$ cat config.mk
export PLATFORM = sky130hd
export DESIGN_NAME = id_ex_stage
export DESIGN_NICKNAME = d
export VERILOG_FILES = /design/src/rtl/riscv_pkg.sv /design/src/rtl/alu_ctrl_dec.sv /design/src/rtl/id_ex_stage.sv
export SDC_FILE = /design/constraint.sdc
export NUM_CORES = 1
export LEC_CHECK = 0
export ABC_AREA = 1
export CORE_UTILIZATION = 45
export DETAILED_ROUTE_END_ITERATION = 7
export PLACE_DENSITY = 0.94
export REMOVE_ABC_BUFFERS = 1
export SLEW_MARGIN = 20
export SYNTH_ARGS = -nofsm -noshare
export SYNTH_HDL_FRONTEND = slang
export SYNTH_SLANG_ARGS = --single-unit
$ cat constraint.sdc
create_clock -name clk -period 8.8 [get_ports clk]
set_clock_uncertainty 0.2 [all_clocks]
set_input_delay 1.32 -clock clk [delete_from_list [all_inputs] [get_ports clk]]
set_output_delay 1.32 -clock clk [all_outputs]
set_load 0.005 [all_outputs]
$ cat src/rtl/riscv_pkg.sv
// Shared RISC-V pipeline definitions: opcodes, ALU control bit map, operand selects.
package riscv_pkg;

  localparam int XLEN   = 32;
  localparam int CTRL_W = 10;

  // Major opcodes (instr[6:0])
  localparam logic [6:0] OPC_OP     = 7'b0110011;
  localparam logic [6:0] OPC_OP_IMM = 7'b0010011;
  localparam logic [6:0] OPC_BRANCH = 7'b1100011;
  localparam logic [6:0] OPC_LOAD   = 7'b0000011;
  localparam logic [6:0] OPC_STORE  = 7'b0100011;
  localparam logic [6:0] OPC_JAL    = 7'b1101111;
  localparam logic [6:0] OPC_JALR   = 7'b1100111;
  localparam logic [6:0] OPC_AUIPC  = 7'b0010111;
  localparam logic [6:0] OPC_LUI    = 7'b0110111;

  // Bit positions inside the one-hot alu_ctrl vector; the ALU lanes use the same order.
  localparam int ALU_ADD  = 0;
  localparam int ALU_SUB  = 1;
  localparam int ALU_SLL  = 2;
  localparam int ALU_SLT  = 3;
  localparam int ALU_SLTU = 4;
  localparam int ALU_XOR  = 5;
  localparam int ALU_SRL  = 6;
  localparam int ALU_SRA  = 7;
  localparam int ALU_OR   = 8;
  localparam int ALU_AND  = 9;

  typedef enum logic [1:0] {
    A_SEL_RS1  = 2'd0,
    A_SEL_PC   = 2'd1,
    A_SEL_ZERO = 2'd2
  } a_sel_e;

  typedef enum logic {
    B_SEL_RS2 = 1'b0,
    B_SEL_IMM = 1'b1
  } b_sel_e;

  // One-hot vector with a single lane set.
  function automatic logic [CTRL_W-1:0] alu_lane(input int idx);
    logic [CTRL_W-1:0] v;
    v = '0;
    v[idx] = 1'b1;
    return v;
  endfunction

  // Register/register and register/immediate ALU ops share a funct3 map; only
  // OP honours funct7_5 on funct3 000 (SUB), both honour it on 101 (SRA).
  function automatic logic [CTRL_W-1:0] arith_lane(input logic [2:0] funct3,
                                                   input logic       funct7_5,
                                                   input logic       allow_sub);
    logic [CTRL_W-1:0] v;
    unique case (funct3)
      3'b000:  v = (allow_sub && funct7_5) ? alu_lane(ALU_SUB) : alu_lane(ALU_ADD);
      3'b001:  v = alu_lane(ALU_SLL);
      3'b010:  v = alu_lane(ALU_SLT);
      3'b011:  v = alu_lane(ALU_SLTU);
      3'b100:  v = alu_lane(ALU_XOR);
      3'b101:  v = funct7_5 ? alu_lane(ALU_SRA) : alu_lane(ALU_SRL);
      3'b110:  v = alu_lane(ALU_OR);
      default: v = alu_lane(ALU_AND);
    endcase
    return v;
  endfunction

endpackage

$ cat src/rtl/alu_ctrl_dec.sv
// Combinational decode of opcode/funct3/funct7_5 into ALU control, writeback
// enable, illegal flag and operand selects.
module alu_ctrl_dec
  import riscv_pkg::*;
(
  input  logic [6:0]        opcode,
  input  logic [2:0]        funct3,
  input  logic              funct7_5,
  output logic [CTRL_W-1:0] alu_ctrl,
  output logic              reg_write,
  output logic              illegal,
  output a_sel_e            a_sel,
  output b_sel_e            b_sel
);

  // Opcode class decides operands and writeback; funct3 only matters for OP/OP-IMM/BRANCH.
  always_comb begin
    alu_ctrl  = '0;
    reg_write = 1'b0;
    illegal   = 1'b0;
    a_sel     = A_SEL_RS1;
    b_sel     = B_SEL_IMM;
    unique case (opcode)
      OPC_OP: begin
        alu_ctrl  = arith_lane(funct3, funct7_5, 1'b1);
        reg_write = 1'b1;
        b_sel     = B_SEL_RS2;
      end
      OPC_OP_IMM: begin
        alu_ctrl  = arith_lane(funct3, funct7_5, 1'b0);
        reg_write = 1'b1;
      end
      OPC_BRANCH: begin
        b_sel = B_SEL_RS2;
        unique case (funct3)
          3'b000, 3'b001: alu_ctrl = alu_lane(ALU_SUB);
          3'b100, 3'b101: alu_ctrl = alu_lane(ALU_SLT);
          3'b110, 3'b111: alu_ctrl = alu_lane(ALU_SLTU);
          default:        illegal  = 1'b1;
        endcase
      end
      OPC_LOAD, OPC_JALR: begin
        alu_ctrl  = alu_lane(ALU_ADD);
        reg_write = 1'b1;
      end
      OPC_STORE: begin
        alu_ctrl = alu_lane(ALU_ADD);
      end
      OPC_JAL, OPC_AUIPC: begin
        alu_ctrl  = alu_lane(ALU_ADD);
        reg_write = 1'b1;
        a_sel     = A_SEL_PC;
      end
      OPC_LUI: begin
        alu_ctrl  = alu_lane(ALU_ADD);
        reg_write = 1'b1;
        a_sel     = A_SEL_ZERO;
      end
      default: begin
        illegal = 1'b1;
      end
    endcase
  end

endmodule

$ cat src/rtl/id_ex_stage.sv
// ID/EX pipeline register: decodes ALU control, muxes operands and holds the
// EX slot with stall (hold) and flush (bubble) control.
module id_ex_stage
  import riscv_pkg::*;
#(
  parameter int XLEN   = riscv_pkg::XLEN,
  parameter int CTRL_W = riscv_pkg::CTRL_W
) (
  input  logic              clk,
  input  logic              rst,
  input  logic              id_valid,
  input  logic [XLEN-1:0]   id_pc,
  input  logic [XLEN-1:0]   id_rs1_data,
  input  logic [XLEN-1:0]   id_rs2_data,
  input  logic [XLEN-1:0]   id_imm,
  input  logic [4:0]        id_rs1_addr,
  input  logic [4:0]        id_rs2_addr,
  input  logic [4:0]        id_rd_addr,
  input  logic [6:0]        id_opcode,
  input  logic [2:0]        id_funct3,
  input  logic              id_funct7_5,
  input  logic              stall,
  input  logic              flush,
  output logic              ex_valid,
  output logic [XLEN-1:0]   ex_pc,
  output logic [XLEN-1:0]   ex_a,
  output logic [XLEN-1:0]   ex_b,
  output logic [XLEN-1:0]   ex_rs2_data,
  output logic [4:0]        ex_rs1_addr,
  output logic [4:0]        ex_rs2_addr,
  output logic [4:0]        ex_rd_addr,
  output logic [CTRL_W-1:0] ex_alu_ctrl,
  output logic              ex_reg_write,
  output logic              ex_illegal
);

  logic [CTRL_W-1:0] dec_alu_ctrl;
  logic              dec_reg_write;
  logic              dec_illegal;
  a_sel_e            dec_a_sel;
  b_sel_e            dec_b_sel;
  logic [XLEN-1:0]   op_a;
  logic [XLEN-1:0]   op_b;
  logic              wr_en;

  alu_ctrl_dec u_dec (
    .opcode    (id_opcode),
    .funct3    (id_funct3),
    .funct7_5  (id_funct7_5),
    .alu_ctrl  (dec_alu_ctrl),
    .reg_write (dec_reg_write),
    .illegal   (dec_illegal),
    .a_sel     (dec_a_sel),
    .b_sel     (dec_b_sel)
  );

  // Operand selection; writes to x0 are suppressed here so EX never has to look at rd.
  always_comb begin
    unique case (dec_a_sel)
      A_SEL_PC:   op_a = id_pc;
      A_SEL_ZERO: op_a = '0;
      default:    op_a = id_rs1_data;
    endcase
    op_b  = (dec_b_sel == B_SEL_RS2) ? id_rs2_data : id_imm;
    wr_en = dec_reg_write && (id_rd_addr != 5'd0);
  end

  // EX slot: flush beats stall; a non-valid ID slot is captured as an all-zero bubble.
  always_ff @(posedge clk or posedge rst) begin
    if (rst) begin
      ex_valid     <= 1'b0;
      ex_pc        <= '0;
      ex_a         <= '0;
      ex_b         <= '0;
      ex_rs2_data  <= '0;
      ex_rs1_addr  <= '0;
      ex_rs2_addr  <= '0;
      ex_rd_addr   <= '0;
      ex_alu_ctrl  <= '0;
      ex_reg_write <= 1'b0;
      ex_illegal   <= 1'b0;
    end else if (flush || (!stall && !id_valid)) begin
      ex_valid     <= 1'b0;
      ex_pc        <= '0;
      ex_a         <= '0;
      ex_b         <= '0;
      ex_rs2_data  <= '0;
      ex_rs1_addr  <= '0;
      ex_rs2_addr  <= '0;
      ex_rd_addr   <= '0;
      ex_alu_ctrl  <= '0;
      ex_reg_write <= 1'b0;
      ex_illegal   <= 1'b0;
    end else if (!stall) begin
      ex_valid     <= 1'b1;
      ex_pc        <= id_pc;
      ex_a         <= op_a;
      ex_b         <= op_b;
      ex_rs2_data  <= id_rs2_data;
      ex_rs1_addr  <= id_rs1_addr;
      ex_rs2_addr  <= id_rs2_addr;
      ex_rd_addr   <= id_rd_addr;
      ex_alu_ctrl  <= dec_alu_ctrl;
      ex_reg_write <= wr_en;
      ex_illegal   <= dec_illegal;
    end
  end

endmodule

==> Word level (Yosys, flattened, before mapping) <==
Index checks and enable logic that the tools add are counted.
{ "classes": {"n_eq_ne": 19, "reduce_logical": 16, "muxes": 34} }
{ "ops": {"columns": ["op", "count"], "rows": [
  ["$mux W32", 9],
  ["$pmux W10 S7", 2],
  ["$pmux W32 S2", 1],
  ["$pmux W10 S4", 1],
  ["$mux W5", 6],
  ["$eq A7 B6 Y1 const B", 3],
  ["$eq A7 B7 Y1 const B", 3],
  ["$mux W10", 2],
  ["$pmux W5 S3", 1],
  ["$eq A7 B5 Y1 const B", 2],
  ["$eq A3 B3 Y1 const B", 4],
  ["$reduce_or A6 Y1", 2],
  ["$reduce_or A2 Y1", 5],
  ["$mux W1", 8],
  ["$mux W8", 1],
  ["$reduce_or A8 Y1", 1],
  ["$eq A7 B2 Y1 const B", 1],
  ["$reduce_or A7 Y1", 1],
  ["$eq A3 B2 Y1 const B", 2],
  ["$reduce_bool A5 Y1", 1],
  ["$pmux W2 S2", 1],
  ["$eq A3 B1 Y1 const B", 1],
  ["$logic_not A3 Y1", 1],
  ["$eq A2 B1 Y1 const B", 1],
  ["other kinds (7)", 9]
]} }
{ "totals": {"inputBits": 159, "elab_cells": 80, "register_bits": 156} }

==> Logic depth before layout (Yosys ltp) <==
{ "logic_depth": {"ltp_word": 7, "depth_mapped": 13} }

==> Hierarchy <==
From an unflattened synthesis, not the netlist that was laid out.
{ "unflattened": {"hier_cells": 920, "area_unflattened_um2": 7089.3} }
{ "modules_own_cells": {"columns": ["module", "cells_per_inst", "seq_area_each_um2", "n_inst", "area_per_inst_um2"], "rows": [
  ["id_ex_stage", 852, 3903.7, 1, 6760.2],
  ["alu_ctrl_dec", 68, 0.0, 1, 329.1]
]} }

==> Worst setup path after synthesis <==
No wires, ideal clock.
{ "synth_path": {"kind": "input-to-reg", "from": "in id_opcode[4]", "to": "reg ex_a[12]", "setup_time_ns": 0.069, "setup_slack_ns": 5.620, "t_arrival_ns": 2.912, "n_path_buf": 2, "path_stages": 11, "required_ns": 8.531, "cell_sequence": "inv_2 -> nor2_2 -> nand2_2 -> nor2_1 -> o21ai_0 -> ha_1 -> clkbuf_1 -> nor2_1 -> clkbuf_1 -> nand3_1 -> nand3_1"} }
{ "synth_via": {"elab_chain_cells": 7} }
{ "synth_rtl": {"columns": ["item", "line", "rtl"], "rows": [
  ["start, declared", "id_ex_stage.sv:19", "input logic [6:0] id_opcode,"],
  ["$eq A7 B7 Y1 / $eq A7 B5 Y1 (equally long branches)", "alu_ctrl_dec.sv:23", "unique case (opcode)"],
  ["$reduce_or A2 Y1", "alu_ctrl_dec.sv:23", null],
  ["$pmux W2 S2 *", "alu_ctrl_dec.sv:23", null],
  ["$eq A2 B2 Y1 / $eq A2 B1 Y1 (equally long branches)", "id_ex_stage.sv:59", "unique case (dec_a_sel)"],
  ["$pmux W32 S2 *", "id_ex_stage.sv:59", null],
  ["$mux W32 *", "id_ex_stage.sv:94", "end else if (!stall) begin"],
  ["$mux W32 *", "id_ex_stage.sv:82", "end else if (flush || (!stall && !id_valid)) begin"],
  ["end signal, assigned", "id_ex_stage.sv:97", "ex_a <= op_a;"],
  ["end, declared", "id_ex_stage.sv:26", "output logic [XLEN-1:0] ex_a,"]
]} }
Every way passes the cells marked *; elsewhere a longest branch is shown, timed or not. The select of a mux whose other input is x is not followed.
A chain may end at the register's enable or synchronous reset.

==> Worst setup path after layout <==
{ "layout_path": {"from": "in flush", "to": "reg ex_b[16]"} }
{ "layout_via": {"elab_chain_cells": 2} }
{ "layout_rtl": {"columns": ["item", "line", "rtl"], "rows": [
  ["start, declared", "id_ex_stage.sv:23", "input logic flush,"],
  ["$logic_or A1 B1 Y1 *", "id_ex_stage.sv:82", null],
  ["$ne A2 B1 Y1 (no line) / $mux W32 (equally long branches)", null, null],
  ["end signal, assigned", "id_ex_stage.sv:98", "ex_b <= op_b;"],
  ["end, declared", "id_ex_stage.sv:27", "output logic [XLEN-1:0] ex_b,"]
]} }
Every way passes the cells marked *; elsewhere a longest branch is shown, timed or not.

==> reports/results.ini <==
[setup_path]
cp.required_ns = 8.94
slowest_stage = buf_4
cpMostUsedCell = buf_4
cp-start-kind = primary input
slowest_delay_ns = 0.80
path_cells = clkdlybuf4s50_1, nor2_4, buf_4, nor2_4, buf_4, inv_2, buf_4, a21oi_1, o21ai_0, nand2_1
crit_type = primary input to register
rrSetupSlack_ns = 7.86
critPathCaptureType = register
r2r-start = ex_rs2_addr[0]
cp_data_arrival_time_ns = 4.16
critPathMaxFanout = 111
reg2reg_to = ex_rs2_addr[0]
ff2ff_path_depth = 1

[clock_network]
post_cts_buffers = 0
cts_tree = done
cts_buffers = 17
cts_buffer_depth = 2
path_clk_slew_ns = 0.06
holdBufCountCts = 0
cts_resized = 0
clkSinkCount = 156
root_buffer = clkbuf_16
htree_levels = 4
clk_latency_ns = 0.41

[cells_and_area]
most-common-layout-cells = clkdlybuf4s50_1, nand2_1, dfrtp_1
area_growth_pct = 56.9
finish.instance_area_mm2 = 0.0106
final_common_cell = clkdlybuf4s50_1
drive_gt1_share_pct = 4.38
layout.nets = 1198

[grt]
grt_pass1_vias = 6708
grt_use_total_pct = 28.2
antenna_found_initial = 1
grt_max_degree = 112
grt_pass1_wl_um = 34700
gr-total-overflow = 0

[routing]
first_pass_iters = 7
vias = 6713
wl_per_cell_um = 17.4
via_per_inst = 5.43
first_iter_violations = 614
drtAntennaViolNets = 0
routed_wl_um = 21500
drc = 0

[worst_hold_path]
holdPathEnd = ex_reg_write
worstHoldStart = ex_reg_write
worst_hold_path_type = register to register
hold_depth = 2

[synthesis]
ys_seq_elements = 156
syn_inst = 748
yosys.area.top_type_share_pct = 58.0
yosysSeqAreaShare_pct = 58.0
synth.distinct_cells = 24
synth_area_leaders = dfrtp_1, nand2_1, nand3_1, a22o_1, o21ai_0
syn_area_mm2 = 0.00673
yosys.area.top_type = dfrtp_1
yosysWarnings = 0
postSynthAreaPerCell_um2 = 9.00

[power_and_ir_drop]
p_total_mw = 1.83
p_leak_nw = 4.93
ir_drop_v = 0.000120
powerDensity_mw_per_mm2 = 173

[placement]
place.gp.congestion = 0.895
portBuffers = 314
place_area_mm2 = 0.00996
hpwl_um = 14900

[floorplan]
fp.dieArea_mm2 = 0.0154
coreArea_mm2 = 0.0146
start_util_pct = 46.1
die_h_um = 124
dieWidth_um = 124
row_count = 44
pin_count = 315

[sta]
slew_viol_final = 0
max_slew_margin_pct = 27.6
fmax_mhz = 249
grt_setup_unrepaired = no
setup_viol = 0
tightest_slew_ns = 1.09
finalHoldViolCount = 0
layout_min_cycle_time_ns = 4.01
period_share_pct = 45.6

[flow_run]
max_cap_viol_count = 0

[status]
outcome = finished, final reports clean

[per-stage QoR]
step / setup slack (ns) / setup TNS [ns] / cells / util, % / hold slack (ns)
2_1_floorplan: -1.28 / -85.47 / 697 / - / 0.273
3_3_place_gp: 4.51 / 0 / 1203 / 68.2 / 0.264
3_5_place_dp: 4.39 / 0 / 1203 / 68.2 / 0.265
4_1_cts: 4.82 / 0 / 1235 / 72.3 / 0.282
5_1_grt: 4.60 / 0 / 1236 / 72.4 / 0.301
6_report: 4.79 / 0 / 1236 / 72.4 / 0.281
[sequential cells by signal, summed over array words and instances, names as in the netlist, 5 cells and up]
name,flops
ex_rd_addr,5
ex_pc,32
ex_alu_ctrl,10
ex_rs2_data,32
ex_rs1_addr,5
ex_b,32
ex_a,32
ex_rs2_addr,5
[cell type report]
type	count	area, µm²
timing repair buffer	322	3210
multi-input combinational	483	2400
tap	184	230
clock buffer	22	454
fill	1006	4030
inverter	58	223
clock inverter	10	140
sequential	156	3900
antenna	1	2.50
[metal layers]
metal  vias up  global-route usage, %  share of wire [%]
li1       3090                      -                  -
met2       362                   48.0                 50
met5         -                      0                  0
met4         0                   10.8                2.8
met1      3212                   33.7                 38
met3        49                   8.12                9.0
[kinds of logic after synthesis]
logic type               synth area share, %
adder cells (fa/ha/maj)                0.186
buffers and inverters                   6.60
AND/OR/NAND/NOR                         21.1
flip-flops                              58.0
AO/OA/AOI/OAI                           14.1
[synth_stat cells]
cell type and n:
clkbuf_1 23, buf_4 3, o21ai_0 61, a21oi_4 1, nor4_1 2, buf_1 6, ha_1 1, o21ai_1 8
nand3_2 1, nor2_1 20, nand4_1 3, nand3_1 123, nand2_1 174, nor3_1 3, a21oi_1 36, inv_1 57
nor2_2 2, buf_2 19, a22o_1 44, inv_2 1, dfrtp_1 156, nand2_2 1, o21bai_1 1, a21o_1 2
[worst max-delay path, delay by kind of cell]
family	cells	cell delay, ns
buffers and inverters	5	2.11
AO/OA/AOI/OAI	2	0.37
AND/OR/NAND/NOR	3	0.31
[worst max path at each step]
stage	startpoint	endpoint	slack [ns]	cells past startpoint
after floorplan	stall	ex_b[2]	-1.28	7
after global placement	stall	ex_alu_ctrl[4]	4.51	8
after detailed placement	flush	ex_b[13]	4.39	10
after CTS	flush	ex_b[16]	4.82	10
after global routing	flush	ex_b[16]	4.60	10
final	flush	ex_b[16]	4.79	10
[power breakdown]
part / switching, mW / internal (mW) / total, mW
Combinational: 0.122 / 0.170 / 0.292
Sequential: 0.0287 / 0.764 / 0.793
Clock: 0.289 / 0.455 / 0.744
Total: 0.440 / 1.39 / 1.83
No activity file was read; power rests on OpenSTA's default activity.
